File: src/rtl/frv_pipeline_writeback_pkg.sv
`default_nettype none
// +----------------------------------------------------------------------+
// | frv_pipeline_writeback_pkg                                           |
// | Shared LSU micro-op encoding, FU indices and trap causes.            |
// | Revision: 1.0                                                        |
// +----------------------------------------------------------------------+
package frv_pipeline_writeback_pkg;

  // Bit positions inside s4_uop for LSU operations; [1:0] carry the width.
  localparam int LSU_LOAD   = 3;
  localparam int LSU_STORE  = 4;
  localparam int LSU_SIGNED = 2;

  localparam logic [1:0] LSU_BYTE = 2'b01;
  localparam logic [1:0] LSU_HALF = 2'b10;
  localparam logic [1:0] LSU_WORD = 2'b11;

  localparam int P_FU_ALU = 0;
  localparam int P_FU_LSU = 2;

  localparam logic [5:0] TRAP_LDACCESS = 6'd5;
  localparam logic [5:0] TRAP_STACCESS = 6'd7;

  function automatic logic [1:0] lsu_width(input logic [4:0] uop);
    return uop[1:0];
  endfunction

endpackage
`default_nettype wire

File: src/rtl/frv_wb_load_align.sv
`default_nettype none
// +----------------------------------------------------------------------+
// | frv_wb_load_align                                                    |
// | Shifts load data to bit 0, extracts byte/half/word and extends.      |
// | Revision: 1.0                                                        |
// +----------------------------------------------------------------------+
module frv_wb_load_align #(
  parameter int XLEN = 32
) (
  input  logic [XLEN-1:0] rdata,
  input  logic [1:0]      offset,
  input  logic            lsu_byte,
  input  logic            lsu_half,
  input  logic            lsu_word,
  input  logic            lsu_signed,
  output logic [XLEN-1:0] wdata
);

  logic [XLEN-1:0] w_shift;

  assign w_shift = rdata >> {offset, 3'b000};

  always_comb begin
    wdata = '0;
    if (lsu_byte) begin
      wdata = {{(XLEN-8){lsu_signed & w_shift[7]}}, w_shift[7:0]};
    end else if (lsu_half) begin
      wdata = {{(XLEN-16){lsu_signed & w_shift[15]}}, w_shift[15:0]};
    end else if (lsu_word) begin
      wdata = w_shift;
    end
  end

endmodule
`default_nettype wire

File: src/rtl/frv_pipeline_writeback.sv
`default_nettype none
// +----------------------------------------------------------------------+
// | frv_pipeline_writeback                                               |
// | Writeback stage: retires s4, collects dmem responses, raises traps.  |
// | Revision: 1.0                                                        |
// +----------------------------------------------------------------------+
module frv_pipeline_writeback
  import frv_pipeline_writeback_pkg::*;
#(
  parameter int XLEN = 32
) (
  input  logic            g_clk,
  input  logic            g_resetn,
  input  logic            flush,
  input  logic [4:0]      s4_rd,
  input  logic [XLEN-1:0] s4_opr_a,
  input  logic [XLEN-1:0] s4_opr_b,
  input  logic [4:0]      s4_uop,
  input  logic [4:0]      s4_fu,
  input  logic            s4_trap,
  input  logic            s4_valid,
  output logic            s4_busy,
  input  logic            dmem_issue,
  input  logic            dmem_recv,
  input  logic            dmem_error,
  input  logic [XLEN-1:0] dmem_rdata,
  output logic            dmem_ack,
  output logic            gpr_wen,
  output logic [4:0]      gpr_rd,
  output logic [XLEN-1:0] gpr_wdata,
  output logic            trap_valid,
  output logic [5:0]      trap_cause,
  output logic            retire,
  output logic [4:0]      fwd_s4_rd,
  output logic [XLEN-1:0] fwd_s4_wdata,
  output logic            fwd_s4_load
);

  logic            r_buf_full;
  logic            r_buf_err;
  logic [XLEN-1:0] r_buf_data;
  logic [1:0]      r_out_cnt;
  logic [1:0]      r_drop_cnt;

  logic            w_lsu;
  logic            w_load;
  logic            w_live;
  logic            w_avail;
  logic            w_rsp_err;
  logic [XLEN-1:0] w_rsp_data;
  logic [XLEN-1:0] w_ld_data;
  logic            w_lsu_ret;
  logic            w_drop_rsp;
  logic            w_capture;
  logic [2:0]      w_out_sum;
  logic [2:0]      w_out_dec;
  logic [2:0]      w_flush_sub;
  logic [1:0]      w_out_nxt;
  logic [1:0]      w_flush_drop;
  logic [1:0]      w_width;
  logic            w_unused_bits;

  assign w_width    = lsu_width(s4_uop);
  assign w_lsu      = s4_valid && !s4_trap && s4_fu[P_FU_LSU];
  assign w_load     = s4_uop[LSU_LOAD];
  assign w_live     = dmem_recv && (r_drop_cnt == 2'd0);
  assign w_avail    = r_buf_full || w_live;
  assign w_rsp_data = r_buf_full ? r_buf_data : dmem_rdata;
  assign w_rsp_err  = r_buf_full ? r_buf_err  : dmem_error;
  assign w_lsu_ret  = w_lsu && w_avail && !flush;
  assign w_drop_rsp = dmem_recv && (r_drop_cnt != 2'd0);

  // A live response is parked when nobody wants it, or when the buffer is
  // being drained by s4 in the same cycle (buffer always wins the consumer).
  assign w_capture  = w_live && (w_lsu ? r_buf_full : !r_buf_full);

  // Outstanding count includes a parked response until it is consumed.
  assign w_out_sum  = {1'b0, r_out_cnt} + {2'b00, dmem_issue};
  assign w_out_dec  = {2'b00, w_lsu_ret || w_drop_rsp};
  assign w_out_nxt  = (w_out_sum < w_out_dec) ? 2'd0 :
                      ((w_out_sum - w_out_dec) > 3'd2) ? 2'd2 :
                      2'(w_out_sum - w_out_dec);

  assign w_flush_sub  = {2'b00, dmem_recv} + {2'b00, r_buf_full};
  assign w_flush_drop = (w_out_sum < w_flush_sub) ? 2'd0 :
                        ((w_out_sum - w_flush_sub) > 3'd2) ? 2'd2 :
                        2'(w_out_sum - w_flush_sub);

  assign w_unused_bits = ^{s4_opr_b[XLEN-1:2], s4_fu[4:3], s4_fu[1:0], s4_uop[LSU_STORE]};

  frv_wb_load_align #(
    .XLEN (XLEN)
  ) u_load_align (
    .rdata      (w_rsp_data),
    .offset     (s4_opr_b[1:0]),
    .lsu_byte   (w_width == LSU_BYTE),
    .lsu_half   (w_width == LSU_HALF),
    .lsu_word   (w_width == LSU_WORD),
    .lsu_signed (s4_uop[LSU_SIGNED]),
    .wdata      (w_ld_data)
  );

  always_comb begin
    s4_busy     = 1'b0;
    dmem_ack    = 1'b0;
    fwd_s4_load = 1'b0;
    gpr_wen     = 1'b0;
    gpr_rd      = 5'd0;
    gpr_wdata   = '0;
    trap_valid  = 1'b0;
    trap_cause  = 6'd0;
    retire      = 1'b0;
    if (g_resetn) begin
      s4_busy     = w_lsu && !w_avail;
      dmem_ack    = dmem_recv && !(r_buf_full && !w_lsu);
      fwd_s4_load = w_lsu && w_load && !w_avail;
      gpr_rd      = s4_rd;
      gpr_wdata   = w_lsu ? w_ld_data : s4_opr_a;
      if (s4_valid && !flush) begin
        if (!w_lsu) begin
          retire = 1'b1;
          if (s4_trap) begin
            trap_valid = 1'b1;
            trap_cause = {1'b0, s4_rd};
          end else begin
            gpr_wen = (s4_rd != 5'd0);
          end
        end else if (w_avail) begin
          retire = 1'b1;
          if (w_rsp_err) begin
            trap_valid = 1'b1;
            trap_cause = w_load ? TRAP_LDACCESS : TRAP_STACCESS;
          end else begin
            gpr_wen = w_load && (s4_rd != 5'd0);
          end
        end
      end
    end
  end

  assign fwd_s4_rd    = gpr_rd;
  assign fwd_s4_wdata = gpr_wdata;

  always_ff @(posedge g_clk) begin
    if (!g_resetn) begin
      r_buf_full <= 1'b0;
      r_buf_err  <= 1'b0;
      r_buf_data <= '0;
      r_out_cnt  <= 2'd0;
      r_drop_cnt <= 2'd0;
    end else if (flush) begin
      r_buf_full <= 1'b0;
      r_drop_cnt <= w_flush_drop;
      r_out_cnt  <= w_flush_drop;
    end else begin
      if (w_drop_rsp) begin
        r_drop_cnt <= r_drop_cnt - 2'd1;
      end
      if (w_capture) begin
        r_buf_full <= 1'b1;
        r_buf_data <= dmem_rdata;
        r_buf_err  <= dmem_error;
      end else if (w_lsu_ret && r_buf_full) begin
        r_buf_full <= 1'b0;
      end
      r_out_cnt <= w_out_nxt;
    end
  end

  a_no_overrun : assert property (@(posedge g_clk) disable iff (!g_resetn)
    !(w_live && r_buf_full && !w_lsu && !flush));

  a_out_sat : assert property (@(posedge g_clk) disable iff (!g_resetn)
    flush || ((w_out_sum < w_out_dec) || ((w_out_sum - w_out_dec) <= 3'd2)));

endmodule
`default_nettype wire

File: config.mk
export PLATFORM = sky130hd
export DESIGN_NAME = frv_pipeline_writeback
export DESIGN_NICKNAME = d
export VERILOG_FILES = /design/src/rtl/frv_pipeline_writeback_pkg.sv /design/src/rtl/frv_wb_load_align.sv /design/src/rtl/frv_pipeline_writeback.sv
export SDC_FILE = /design/constraint.sdc
export NUM_CORES = 1
export LEC_CHECK = 0
export BUFFER_PORTS_ARGS = -buffer_cell sky130_fd_sc_hd__buf_2
export CAP_MARGIN = 30
export CORE_UTILIZATION = 50
export CTS_BUF_LIST = sky130_fd_sc_hd__clkbuf_8 sky130_fd_sc_hd__clkbuf_16
export CTS_CLUSTER_SIZE = 10
export DETAILED_ROUTE_END_ITERATION = 10
export PLACE_DENSITY = 0.87
export SYNTH_ARGS = -nofsm -noshare
export SYNTH_HDL_FRONTEND = slang
export SYNTH_HIERARCHICAL = 1
export SYNTH_SLANG_ARGS = --single-unit
File: constraint.sdc
create_clock -name g_clk -period 4.1 [get_ports g_clk]
set_clock_uncertainty 0.15 [all_clocks]
set_input_delay 0.615 -clock g_clk [delete_from_list [all_inputs] [get_ports g_clk]]
set_output_delay 0.615 -clock g_clk [all_outputs]
set_load 0.05 [all_outputs]
==> flow_summary.json, run 1 <==
{
  "cts_root_buf": "clkbuf_8",
  "clkPwrFrac_pct": 22.6,
  "maxSlewHeadroom_pct": 44.9,
  "r2r-end": "r_drop_cnt[0]",
  "setup_violations": 0,
  "path_clk_slew_ns": 0.07,
  "slew_violations": 0,
  "r2r-start": "r_buf_full",
  "synth_cell_types": 47,
  "synth_seq_cells": 38,
  "grt_usage_pct": 27.5,
  "totalWireLength_mm": 11.4,
  "cp.arrival_ns": 2.94,
  "wl_per_cell_um": 15.1,
  "cts_setup_buffers": 0,
  "min_from": "r_buf_data[7]",
  "globalplace.congestion": 0.904,
  "min_path_type": "flip-flop to flip-flop",
  "irDropWorstVdd_uv": 247,
  "leakage_nw": 2.18,
  "die-area_um2": 8250,
  "antenna_found_initial": 1,
  "switching_power_w": 0.000608,
  "cts_tree": "built",
  "route.vias.total": 4097,
  "clk_path_buf_depth": 2,
  "final.setup.tns_ns": 0,
  "crit_chain": "mux2_2, mux2i_1, nand2_1, a41oi_4, a21oi_1, nand2_1, a21boi_0, buf_2",
  "drc": 0,
  "worst_ep_required_time_ns": 3.34,
  "rsz0062_at_grt": "false",
  "core-area_um2": 7690,
  "start_util_pct": 51.3,
  "dieWidth_um": 90.8,
  "gr-total-overflow": 0,
  "synth_area_per_cell_um2": 7.30,
  "cts_resized": 0,
  "grt_max_degree": 50,
  "max_freq_mhz": 270,
  "final_antenna_net_count": 0,
  "io_buffers": 168,
  "path_delay_family": "flip-flops",
  "syn_area_um2": 3940,
  "finalCriticalPeriod_ns": 3.70,
  "setup.worst_path.end_class": "primary output",
  "outcome": "finished, final reports clean",
  "whs_path_depth": 2,
  "clk_latency_ns": 0.29,
  "synth_fp_nets": 671,
  "crit_buf_inv": 1,
  "holdPathEnd": "r_buf_data[7]",
  "p_int_w": 0.000836,
  "post-dp-hpwl_mm": 9.06,
  "reg2reg_depth": 8,
  "rrSetupSlack_ns": 1.18,
  "syn_to_final_growth_pct": 16.2,
  "die_h_um": 90.8,
  "grt_pass1_vias": 3978,
  "drtIter0Drc": 227,
  "layout.nets": 781,
  "cts_hold_buf": 0,
  "ctsHtreeMaxLevel": 2,
  "clkSinkCount": 38,
  "grt_pass1_wl_mm": 18.4,
  "synth-edff-count": 0,
  "switching_share_pct": 42.1,
  "synthFlopType": "dfxtp_1",
  "crit_path_start_kind": "flip-flop",
  "finalHoldViolCount": 0,
  "cts_made_buffers": 5,
  "setup_slack_ns": 0.396,
  "p_per_area_nw_per_um2": 315,
  "critPathLaunch": "r_buf_full",
  "rows": 32,
  "place_ws_ns": 0.633,
  "yosysSeqAreaShare_pct": 19.3,
  "critPathMaxStageDelay_ns": 0.81,
  "cp_common_cell": "nand2_1",
  "synthesis.instances": 540,
  "crit_slowest_cell": "dfxtp_1",
  "critPathMaxFanout": 16,
  "critPathKind": "flip-flop to primary output",
  "worst_pin_slew_ns": 0.821,
  "p_seq_share_pct": 29.5,
  "async_flop_share_pct": 0,
  "firstDrtPassIters": 5,
  "p_comb_share_pct": 47.9,
  "io_pins": 205,
  "vias_per_cell": 5.44,
  "cap_violations": 0,
  "layout-drive-gt1-share_pct": 35.7,
  "ys_warn_count": 6,
  "min_period_over_period_pct": 90.4
}
flip-flops by register name, indices dropped and copies added, names as in the netlist:
signal and cells:
r_buf_err 1, r_buf_full 1, r_out_cnt 2, r_drop_cnt 2
r_buf_data 32
cell type report:
cell class	count	area, um2
Antenna cell	1	2.50
Clock buffer	6	82.6
Clock inverter	1	30.0
Fill cell	715	3110
Inverter	13	53.8
Multi-Input combinational cell	417	2610
Sequential cell	38	761
Tap cell	102	128
Timing Repair Buffer	175	913
worst max path at each step:
stage / slack (ns) / cells after the start / endpoint
floorplan: 0.13 / 11 / gpr_wdata[30]
global placement: 0.72 / 8 / fwd_s4_wdata[30]
CTS: 0.45 / 8 / fwd_s4_wdata[31]
global route: 0.30 / 8 / fwd_s4_wdata[25]
detailed placement: 0.63 / 8 / fwd_s4_wdata[31]
finish: 0.40 / 8 / fwd_s4_wdata[31]
cells in the mapped netlist (2+ instances only):
master / count / share of area, %
nor2_1: 26 / 2.5
nor2b_1: 3 / 0.48
dfxtp_1: 38 / 19
a211oi_1: 8 / 1.5
a21boi_0: 25 / 4.8
buf_6: 11 / 3.1
or2_2: 2 / 0.32
nor3_1: 5 / 0.63
mux2i_1: 18 / 4.6
and2_1: 8 / 1.3
buf_4: 40 / 7.6
nand2b_1: 6 / 0.95
buf_2: 12 / 1.5
xnor2_1: 2 / 0.44
clkbuf_1: 8 / 0.76
fa_1: 2 / 1.0
a21boi_1: 41 / 7.8
mux2_2: 39 / 11
inv_1: 11 / 1.0
nor3b_1: 2 / 0.38
nand2_1: 157 / 15
a21oi_1: 32 / 4.1
ha_1: 10 / 3.2
o21ai_0: 9 / 1.1
and3_1: 3 / 0.48
metrics by stage:
step / hold WS [ns] / instance area, um2 / std cells / total power [W] / utilization, %
after global routing: 0.320 / 4580 / 753 / 0.00153 / 59.6
after global placement: 0.286 / 4440 / 744 / 0.00108 / 57.7
after CTS: 0.305 / 4580 / 752 / 0.00145 / 59.6
after detailed placement: 0.294 / 4470 / 745 / 0.00112 / 58.1
after floorplan: 0.282 / 3950 / 540 / 0.000978 / -
final: 0.304 / 4580 / 753 / 0.00144 / 59.6
worst min-delay path: stages, from the launching register on:
cell and delay (ns):
dfxtp_1 0.31, nand2_1 0.05, a21boi_1 0.05
logic make-up (layout without fill, tap and decap cells):
logic type	count (synthesis)	after routing	synth area share, %
AOI/OAI and AO/OA	125	125	22.0
xor gates and xnor gates	2	2	0.444
adders and majority gates	12	12	4.19
buffers and inverters	85	195	14.5
DFF	38	38	19.3
muxes	57	57	15.7
other	1	2	0.0951
and+or+nand+nor	220	220	23.8
placed cells by master (no fill, tap or decap), types with 2 or more instances in the layout:
cell type / synthesis / layout
or2_2: 2 / 2
mux2_2: 39 / 39
and3_1: 3 / 3
nand2_1: 157 / 157
o21ai_0: 9 / 9
inv_1: 11 / 11
a21boi_1: 41 / 41
mux2i_1: 18 / 18
buf_4: 40 / 6
nand2b_1: 6 / 6
xnor2_1: 2 / 2
ha_1: 10 / 10
nor2_1: 26 / 26
nor3b_1: 2 / 2
clkbuf_8: 0 / 6
nor3_1: 5 / 5
nor2b_1: 3 / 3
buf_2: 12 / 168
dfxtp_1: 38 / 38
fa_1: 2 / 2
a21boi_0: 25 / 25
a21oi_1: 32 / 32
a211oi_1: 8 / 8
and2_1: 8 / 8
metal layers:
metal / share of wire (%) / GRT usage, %
met3: 7.3 / 4.88
met2: 51 / 49.7
met1: 38 / 31.1
met5: 0 / 0
met4: 3.5 / 13.0
power groups by stage:
stage / sequential (W) / combinational (W) / clock (W)
2_1_floorplan: 0.000424 / 0.000554 / 0
3_3_place_gp: 0.000430 / 0.000653 / 0
3_5_place_dp: 0.000434 / 0.000689 / 0
4_1_cts: 0.000425 / 0.000691 / 0.000331
5_1_grt: 0.000430 / 0.000755 / 0.000350
6_report: 0.000426 / 0.000693 / 0.000326
No activity file was read; power rests on OpenSTA's default activity.
==> inputs of run 2 (changes only) <==
CORE_MARGIN = 10   (was not set)
PLACE_DENSITY = 0.83   (was 0.87)
==> run 2 against run 1 <==
Effect of this change:
- cell area shrank 0.16%
- sequential cell count is the same
- highest routed layer unchanged
- non-clock buffer count fell by 1
- sequential power hardly changed
- worst setup slack got worse by 0.019 ns
- global-route usage fell by 7.2 points
- largest power group unchanged
- sequential share of layout area about the same
- clock-buffer cell count did not move
- combinational power about the same
- first-iteration DRC count shrank 16%
- final cell count decreased by 0.13%
==> flow_summary.json, run 2 (synthesized netlist as in run 1, its figures left out) <==
{
  "crit_chain": "buf_4, mux2_2, mux2_2, nor2_1, a211oi_1, nand2_1, a21boi_0, buf_2",
  "max_freq_mhz": 269,
  "crit_slowest_cell": "dfxtp_1",
  "cts_setup_buffers": 0,
  "leakage_nw": 2.18,
  "setup.worst_path.end_class": "primary output",
  "cp_common_cell": "mux2_2",
  "critPathKind": "flip-flop to primary output",
  "grt_usage_pct": 20.3,
  "final_common_cell": "buf_2",
  "reg_top3": "r_buf_data: 32 flops, r_drop_cnt: 2 flops, r_out_cnt: 2 flops",
  "cts_root_buf": "clkbuf_8",
  "busiest_layer": "met2",
  "cts_made_buffers": 5,
  "route.vias.total": 4035,
  "ctsHtreeMaxLevel": 2,
  "worst_ep_required_time_ns": 3.34,
  "grt_pass1_wl_mm": 19.6,
  "io_pins": 205,
  "layout-drive-gt1-share_pct": 35.6,
  "die_h_um": 109,
  "final_cell_mix": "buf_2 (168), nand2_1 (157), a21boi_1 (41), mux2_2 (39), dfxtp_1 (38)",
  "io_buffers": 168,
  "core-area_um2": 7690,
  "setup_violations": 0,
  "irDropWorstVdd_uv": 281,
  "maxSlewHeadroom_pct": 38.2,
  "cts_resized": 0,
  "dieWidth_um": 109,
  "grtUsageMet1_pct": 23.1,
  "cap_violations": 0,
  "gr-usage-met3_pct": 6.02,
  "totalWireLength_mm": 12.7,
  "gr-total-overflow": 0,
  "met2_usage_pct": 36.1,
  "vias_per_cell": 5.37,
  "rows": 32,
  "drc": 0,
  "syn_to_final_growth_pct": 16.0,
  "rsz0062_at_grt": "false",
  "largest-register": "r_buf_data",
  "wl_per_cell_um": 16.9,
  "post-dp-hpwl_mm": 10.3,
  "critPathMaxFanout": 19,
  "firstDrtPassIters": 7,
  "antenna_found_initial": 1,
  "min_period_over_period_pct": 90.8,
  "final_antenna_net_count": 0,
  "largest_register_ffs": 32,
  "worst_pin_slew_ns": 0.920,
  "finalHoldViolCount": 0,
  "grt_pass1_vias": 4103,
  "clk_path_buf_depth": 2,
  "clk_latency_ns": 0.29,
  "start_util_pct": 51.3,
  "final.setup.tns_ns": 0,
  "crit_path_start_kind": "flip-flop",
  "min_path_type": "flip-flop to flip-flop",
  "slew_violations": 0,
  "critPathMaxStageDelay_ns": 0.79,
  "layout.nets": 780,
  "drtIter0Drc": 190,
  "outcome": "finished, final reports clean",
  "finalCriticalPeriod_ns": 3.72,
  "total_power_w": 0.00145,
  "die-area_um2": 11800,
  "path_clk_slew_ns": 0.08,
  "cts_tree": "built",
  "p_per_area_nw_per_um2": 316,
  "grt_max_degree": 47,
  "clkSinkCount": 38,
  "cp.arrival_ns": 2.96,
  "fill_cells": 719,
  "cts_hold_buf": 0,
  "globalplace.congestion": 1.03
}
-- run 2: final cells by class --
type                            count  area (um2)  share of cell area [%]
Tap cell                          102         128                    2.79
Timing Repair Buffer              174         906                    19.8
Clock buffer                        6        82.6                    1.81
Antenna cell                        1        2.50                  0.0547
Inverter                           13        53.8                    1.18
Clock inverter                      1        30.0                   0.656
Sequential cell                    38         761                    16.6
Multi-Input combinational cell    417        2610                    57.1
-- run 2: final timing paths --
path | startpoint | to | slack, ns | cells past startpoint
worst max-delay path | r_buf_full | gpr_wdata[0] | 0.38 | 8
worst min-delay path | r_buf_data[5] | r_buf_data[5] | 0.31 | 2
worst max register to register | r_buf_full | r_drop_cnt[0] | 1.26 | 8
worst min register to register | r_buf_data[5] | r_buf_data[5] | 0.31 | 2
-- run 2: worst max-delay path, delay by kind of cell (launching register included) --
kind | cells | cell delay [ns]
simple gates | 2 | 0.13
compound gates | 2 | 0.57
buf+inv | 2 | 0.73
mux | 2 | 0.44
flops | 1 | 0.79
-- run 2: where the power goes --
group / internal [W] / switching, W / leakage, nW / total [W]
clock network: 0.000195 / 0.000135 / 0.0573 / 0.000329
registers: 0.000402 / 0.0000226 / 0.309 / 0.000425
logic: 0.000237 / 0.000454 / 1.81 / 0.000691
-- run 2: metal layers --
layer / share of wire, % / routed length (um)
met1: 40 / 5020
met3: 8.1 / 1030
met2: 51 / 6450
met5: 0 / 0
met4: 1.4 / 180
-- run 2: per-stage QoR --
step | setup slack, ns | util (%) | cell area, um2 | cells | hold slack [ns]
3_5_place_dp | 0.528 | 58.0 | 4460 | 744 | 0.295
5_1_grt | 0.232 | 59.5 | 4570 | 752 | 0.323
4_1_cts | 0.432 | 59.5 | 4570 | 751 | 0.306
3_3_place_gp | 0.630 | 57.6 | 4430 | 743 | 0.287
6_report | 0.376 | 59.5 | 4570 | 752 | 0.305
2_1_floorplan | 0.129 | - | 3950 | 540 | 0.282
